$ cat src/rtl/reg_file.sv
// Integer register file with two read ports, one write port, a debug read port and a
// sequential post-reset clear engine. Define RF_BYPASS_EN to forward same-cycle write data to reads.
module reg_file #(
  parameter int ADDR_W = 5,
  parameter int DATA_W = 32
) (
  input  logic              clk,
  input  logic              rst,
  input  logic [ADDR_W-1:0] rR1,
  input  logic [ADDR_W-1:0] rR2,
  output logic [DATA_W-1:0] RD1,
  output logic [DATA_W-1:0] RD2,
  input  logic              we,
  input  logic [ADDR_W-1:0] wR,
  input  logic [DATA_W-1:0] WD,
  output logic              ready,
  input  logic [ADDR_W-1:0] dbg_addr,
  output logic [DATA_W-1:0] dbg_data
);

  // state | meaning
  // CLEAR | zeroing one register per cycle, ports read 0, writes dropped
  // IDLE  | clear complete, normal read/write operation
  typedef enum logic {CLEAR, IDLE} state_t;

  localparam int NREGS = 2 ** ADDR_W;
  localparam logic [ADDR_W-1:0] LAST_IDX = ADDR_W'(NREGS - 1);

  state_t            state_q, state_d;
  logic [ADDR_W-1:0] clr_idx_q, clr_idx_d;
  logic              ready_q, ready_d;
  logic              clr_en, wr_en;
  logic [DATA_W-1:0] regs_q [NREGS];

  always_ff @(posedge clk) begin
    if (rst) begin
      state_q   <= CLEAR;
      clr_idx_q <= ADDR_W'(1);
      ready_q   <= 1'b0;
    end else begin
      state_q   <= state_d;
      clr_idx_q <= clr_idx_d;
      ready_q   <= ready_d;
    end
  end

  always_comb begin
    state_d   = state_q;
    clr_idx_d = clr_idx_q;
    ready_d   = ready_q;
    clr_en    = 1'b0;
    wr_en     = 1'b0;
    case (state_q)
      CLEAR: begin
        clr_en = !rst;
        // Hold the index at the last entry instead of wrapping when leaving CLEAR.
        if (clr_idx_q == LAST_IDX) begin
          state_d = IDLE;
          ready_d = 1'b1;
        end else begin
          clr_idx_d = clr_idx_q + ADDR_W'(1);
        end
      end
      IDLE: begin
        wr_en = we && ready_q && (wR != '0) && !rst;
      end
      default: begin
        state_d = CLEAR;
      end
    endcase
  end

  always_ff @(posedge clk) begin
    if (clr_en) begin
      regs_q[clr_idx_q] <= '0;
    end else if (wr_en) begin
      regs_q[wR] <= WD;
    end
  end

  logic [ADDR_W-1:0] raddr [3];
  logic [DATA_W-1:0] rdata [3];

  assign raddr[0] = rR1;
  assign raddr[1] = rR2;
  assign raddr[2] = dbg_addr;

  always_comb begin
    for (int p = 0; p < 3; p++) begin
      rdata[p] = '0;
      if (state_q == IDLE && raddr[p] != '0) begin
        rdata[p] = regs_q[raddr[p]];
`ifdef RF_BYPASS_EN
        if (we && ready_q && wR == raddr[p]) begin
          rdata[p] = WD;
        end
`endif
      end
    end
  end

  assign RD1      = rdata[0];
  assign RD2      = rdata[1];
  assign dbg_data = rdata[2];
  assign ready    = ready_q;

endmodule

$ cat config.mk
export PLATFORM = sky130hd
export DESIGN_NAME = reg_file
export DESIGN_NICKNAME = d
export VERILOG_FILES = /design/src/rtl/reg_file.sv
export SDC_FILE = /design/constraint.sdc
export NUM_CORES = 1
export LEC_CHECK = 0
export BUFFER_PORTS_ARGS = -buffer_cell sky130_fd_sc_hd__clkbuf_2
export CORE_MARGIN = 2
export CORE_UTILIZATION = 45
export DETAILED_ROUTE_END_ITERATION = 8
export PLACE_DENSITY = 0.67
export SLEW_MARGIN = 20
export SYNTH_ARGS = -nofsm -noshare
export SYNTH_HDL_FRONTEND = slang
export SYNTH_SLANG_ARGS = --single-unit
$ cat constraint.sdc
create_clock -name clk -period 9.4 [get_ports clk]
set_input_delay 0.94 -clock clk [delete_from_list [all_inputs] [get_ports clk]]
set_output_delay 0.94 -clock clk [all_outputs]
set_load 0.005 [all_outputs]
==> out/results.ini, run 1 <==
[run_status]
status=complete, no violations

[pwr]
p_clk_share_pct=41.6
p_per_area_mw_per_mm2=161
pwr-share-comb_pct=8.1
ir_worst_vdd_mv=0.142
p_sw_uw=2340
power_frac_seq_pct=50.3
switching_share_pct=23.2
leakage_uw=0.0185
p_int_uw=7750

[sta]
finalCriticalPeriod_ps=5870
max_freq_ghz=0.170
fin_skew_ps=25.5
finalSetupTns_ps=0
timing.final.ws_setup_ps=3530
worst_pin_slew_ps=1300
setup_violations=0
maxSlewViolCount=0
timing.final.crit_share_pct=62.4
hold_viol=0
grt_setup_unrepaired=no
slew_headroom_pct=13.3

[clock_network]
cts_tree=built
cts_setup_buffers=0
cts-buffers-inserted=105
ctsHoldBuffers=0
clk_pin_slew_worst_paths_ps=60
htree_num_levels=3
clock_path_buffers=3
root_buffer=clkbuf_16
clk_latency_ps=720
ctsResizeCount=0
cts_sinks=1031

[grt]
grt_max_degree=113
grt_pass1_vias=36300
grt_use_total_pct=30.1
grt_pass1_wl_mm=276
overflow=0
antenna_found_initial=6

[die]
die_y_um=359
start_util_pct=45.3
io_pins=152
num_rows=130
die-area_mm2=0.129
die_x_um=359
core-area_mm2=0.125

[route]
wl_mm=197
wl_met2_mm=90.0
route.met3.wl_mm=24.5
routedWlPerCell_um=38.7
drt_iter0_drc=5502
dr.pass1.iters=6
dr.max_layer_used=met5
vias=37400
drtAntennaViolNets=0
drt-met1-wl_mm=73.3
detail_route.vias_per_cell=7.34
post-route-drc-count=0

[cells_and_area]
drive_above_1_share_pct=33.3
nets=3414
fill_cells=10200
layout.cells.non_filler=5095
layout-area-overhead-vs-synth_pct=10.6
layout_common_cells=1024 x edfxtp_1, 574 x mux4_2, 548 x mux2i_1
layout_commonest_cell=edfxtp_1
multi_input_area_mm2=0.0247
utilization_pct=50.1
design_area_mm2=0.0627
seqCellArea_mm2=0.0309

[critical_path]
cp-end-kind=output pin
crit_fanout=64
arrival_ps=4930
worstSetupPathType=in2out
crit_required_ps=8460
start_kind=input pin

[synthesis]
async_flop_share_pct=0
yosysSeqAreaShare_pct=54.5
synthesis.nets=3364
synth_edf_count=1024
yosys.cell_types.count=52
netlist_instances=3307
synth_warnings=0
syn_area_per_cell_um2=17.1
yosys_register_bits=1031
netlist_area_mm2=0.0567
ys.flop_type=edfxtp_1

[min_path]
hold_class=reg2reg

[place]
portBuffers=151
place_area_mm2=0.0593
dp_cells=4900
post-place-ws_ps=3610
gp_congestion=0.871
dp_hpwl_mm=109

[run]
drv_cap=0

-- power groups by stage --
stage,Sequential [uW],Combinational (uW),Clock (uW)
CTS,5070,802,4220
global placement,5160,798,0
floorplan,5150,553,0
global route,5070,837,4400
detailed placement,5170,800,0
finish,5070,815,4200
-- sequential cells by signal (all words and copies together), names as in the netlist --
signal and flops:
regs_q 1024, clr_idx_q 5, ready 1, state_q 1
-- layout make-up --
type / instances / area share (%)
diodes: 3 / 0.0120
clock buffers: 125 / 4.34
clock inverters: 67 / 1.06
inverters: 5 / 0.0299
multi-input cells: 1968 / 39.4
flip-flops and latches: 1031 / 49.3
well taps: 1650 / 3.29
repair buffers: 246 / 2.61
-- metal layers --
metal  vias up  global-route usage [%]
met1     19700                    41.4
met3       486                    6.97
met5         -                       0
li1      14300                       -
met2      2891                    45.9
met4         2                    13.5
-- kinds of logic after synthesis --
| logic type | Yosys count | share of synthesized area (%) |
|---|---|---|
| flip-flops | 1031 | 54.5 |
| multiplexers | 1202 | 34.1 |
| XOR/XNOR | 3 | 0.0464 |
| buffers and inverters | 308 | 2.56 |
| AO/OA/AOI/OAI | 399 | 5.64 |
| AND/OR/NAND/NOR | 362 | 3.12 |
| adder cells (fa/ha/maj) | 2 | 0.0441 |
-- through the flow --
stage          power (uW)  hold WS, ps
5_1_grt             10300          568
4_1_cts             10100          541
2_1_floorplan        5710          497
3_3_place_gp         5960          500
3_5_place_dp         5970          525
6_report            10100          542
-- worst max-delay path, stage by stage --
cell       delay (ps)
buf_8             570
buf_4             760
buf_4             690
mux4_2            350
a2bb2oi_1         160
nand3_1           100
a211oi_1          990
clkbuf_2          260
-- worst paths after layout --
path | cells past startpoint | start | endpoint | slack (ps)
max | 8 | rR1[1] | RD1[10] | 3530
min | 2 | ready | ready | 540
max reg2reg | 7 | state_q | regs_q[0][19] | 5920
min reg2reg | 2 | ready | ready | 540
-- cell usage after synthesis (10+ instances only) --
| library cell | n | area, um2 |
|---|---|---|
| a22oi_1 | 67 | 503 |
| mux2_2 | 80 | 901 |
| a21oi_1 | 76 | 380 |
| nand2_1 | 123 | 462 |
| buf_2 | 154 | 771 |
| clkbuf_1 | 115 | 432 |
| nand3_1 | 85 | 425 |
| nand4_1 | 25 | 156 |
| a2bb2oi_1 | 33 | 289 |
| nor2b_1 | 14 | 87.6 |
| edfxtp_1 | 1024 | 30700 |
| a221oi_2 | 22 | 330 |
| mux2i_1 | 548 | 5490 |
| a221oi_1 | 10 | 87.6 |
| o221ai_1 | 104 | 911 |
| buf_1 | 13 | 48.8 |
| and2_1 | 37 | 231 |
| o22a_1 | 40 | 350 |
| buf_4 | 13 | 97.6 |
| a211oi_1 | 31 | 233 |
| mux4_2 | 574 | 12900 |
| nor2_1 | 44 | 165 |
No activity file was read; power rests on OpenSTA's default activity.
==> run 2: changes to the inputs <==
Clock period 9.4 ns to 6.1 ns, I/O delays scaled along.
==> run 2 against run 1 <==
Compared with the run above: global-route usage shrank 0.50 points; cell area grew 0.92%; cell count grew 0.51%; clock power grew 62%; sequential share of layout area shrank 0.45 points; total power grew 57%; hold slack lost 290 ps; critical endpoint is now dbg_data[4]; via count shrank 0.96%; highest routed layer unchanged; worst setup slack lost 2300 ps; core utilization grew 0.46 points; sequential power grew 54%; sequential cell count is the same.
==> out/results.ini, run 2 (same netlist as run 1, synthesis figures left out) <==
[die]
die-area_mm2=0.129
die_y_um=359
io_pins=152
num_rows=130
start_util_pct=45.3
core-area_mm2=0.125
die_x_um=359

[critical_path]
crit_required_ps=5490
worstSetupPathType=reg2out
arrival_ps=4260
crit_fanout=19
cp-end-kind=output pin
start_kind=flip-flop

[clock_network]
clk_latency_ps=710
cts-buffers-inserted=108
ctsHoldBuffers=0
root_buffer=clkbuf_16
ctsResizeCount=0
cts_sinks=1031
cts_tree=built
clk_pin_slew_worst_paths_ps=60
cts_setup_buffers=0
htree_num_levels=3
clock_path_buffers=3

[cells_and_area]
layout_commonest_cell=edfxtp_1
nets=3435
design_area_mm2=0.0633
largest_registers=regs_q (1024), clr_idx_q (5)
layout_common_cells=1024 x edfxtp_1, 574 x mux4_2, 548 x mux2i_1
layout-area-overhead-vs-synth_pct=11.7
largest-register=regs_q
layout.cells.non_filler=5121
largest_register_ffs=1024
utilization_pct=50.5
drive_above_1_share_pct=33.9

[grt]
grt_use_total_pct=29.6
grt_max_degree=111
overflow=0
antenna_found_initial=10
grt_pass1_wl_mm=273
grt_pass1_vias=36100

[sta]
fin_skew_ps=18.9
finalCriticalPeriod_ps=4870
maxSlewViolCount=0
slew_headroom_pct=15.6
grt_setup_unrepaired=no
setup_violations=0
worst_pin_slew_ps=1260
timing.final.crit_share_pct=79.8
max_freq_ghz=0.205
finalSetupTns_ps=0
hold_viol=0

[route]
detail_route.vias_per_cell=7.24
drt_iter0_drc=5435
dr.pass1.iters=6
wl_mm=193
routedWlPerCell_um=37.8
post-route-drc-count=0
drtAntennaViolNets=0
vias=37100

[place]
gp_congestion=0.890
place_area_mm2=0.0596
dp_hpwl_mm=117
dp_cells=4913
portBuffers=151

[pwr]
ir_worst_vdd_mv=0.230
p_per_area_mw_per_mm2=251
leakage_uw=0.0188

[min_path]
hold_class=in2reg

[run]
drv_cap=0

[run_status]
status=complete, no violations

## run 2: final cells by class
type / instances / area [um2]
inverters: 5 / 18.8
fillers: 10200 / 62000
well taps: 1650 / 2060
clock buffers: 132 / 2870
repair buffers: 264 / 1990
flip-flops and latches: 1031 / 30900
clock inverters: 70 / 753
diodes: 1 / 2.50
multi-input cells: 1968 / 24700
## run 2: metrics by stage
step	hold WS [ps]	power (uW)	worst slack [ps]
4_1_cts	206	15900	1340
3_5_place_dp	534	9200	1880
6_report	250	15900	1230
5_1_grt	258	16200	1180
2_1_floorplan	497	8790	2580
3_3_place_gp	504	9180	1950
## run 2: critical path: stages (launching register included)
cell,delay [ps]
dfxtp_1,830
inv_1,380
or4_2,1290
o22a_1,400
o221ai_1,360
clkbuf_2,250
## run 2: where the power goes
part | switching (uW) | internal (uW)
clock | 2870 | 3930
sequential | 54.8 | 7760
combinational | 746 | 506
## run 2: path summary, 6_finish.rpt
kind                               from             to  slack [ps]  cells after the start
worst max-delay path            state_q    dbg_data[4]        1230                      5
worst min-delay path                rst   clr_idx_q[1]         250                      2
worst max register to register  state_q  regs_q[6][20]        2200                      6
worst min register to register    ready          ready         560                      2
## run 2: routing by layer
metal | up-vias | wire length [um] | GRT usage [%]
met1 | 19400 | 72700 | 40.8
met3 | 483 | 22700 | 6.48
met4 | 4 | 9150 | 12.7
met5 | - | 21 | 0
met2 | 2769 | 88800 | 45.7
li1 | 14400 | - | -
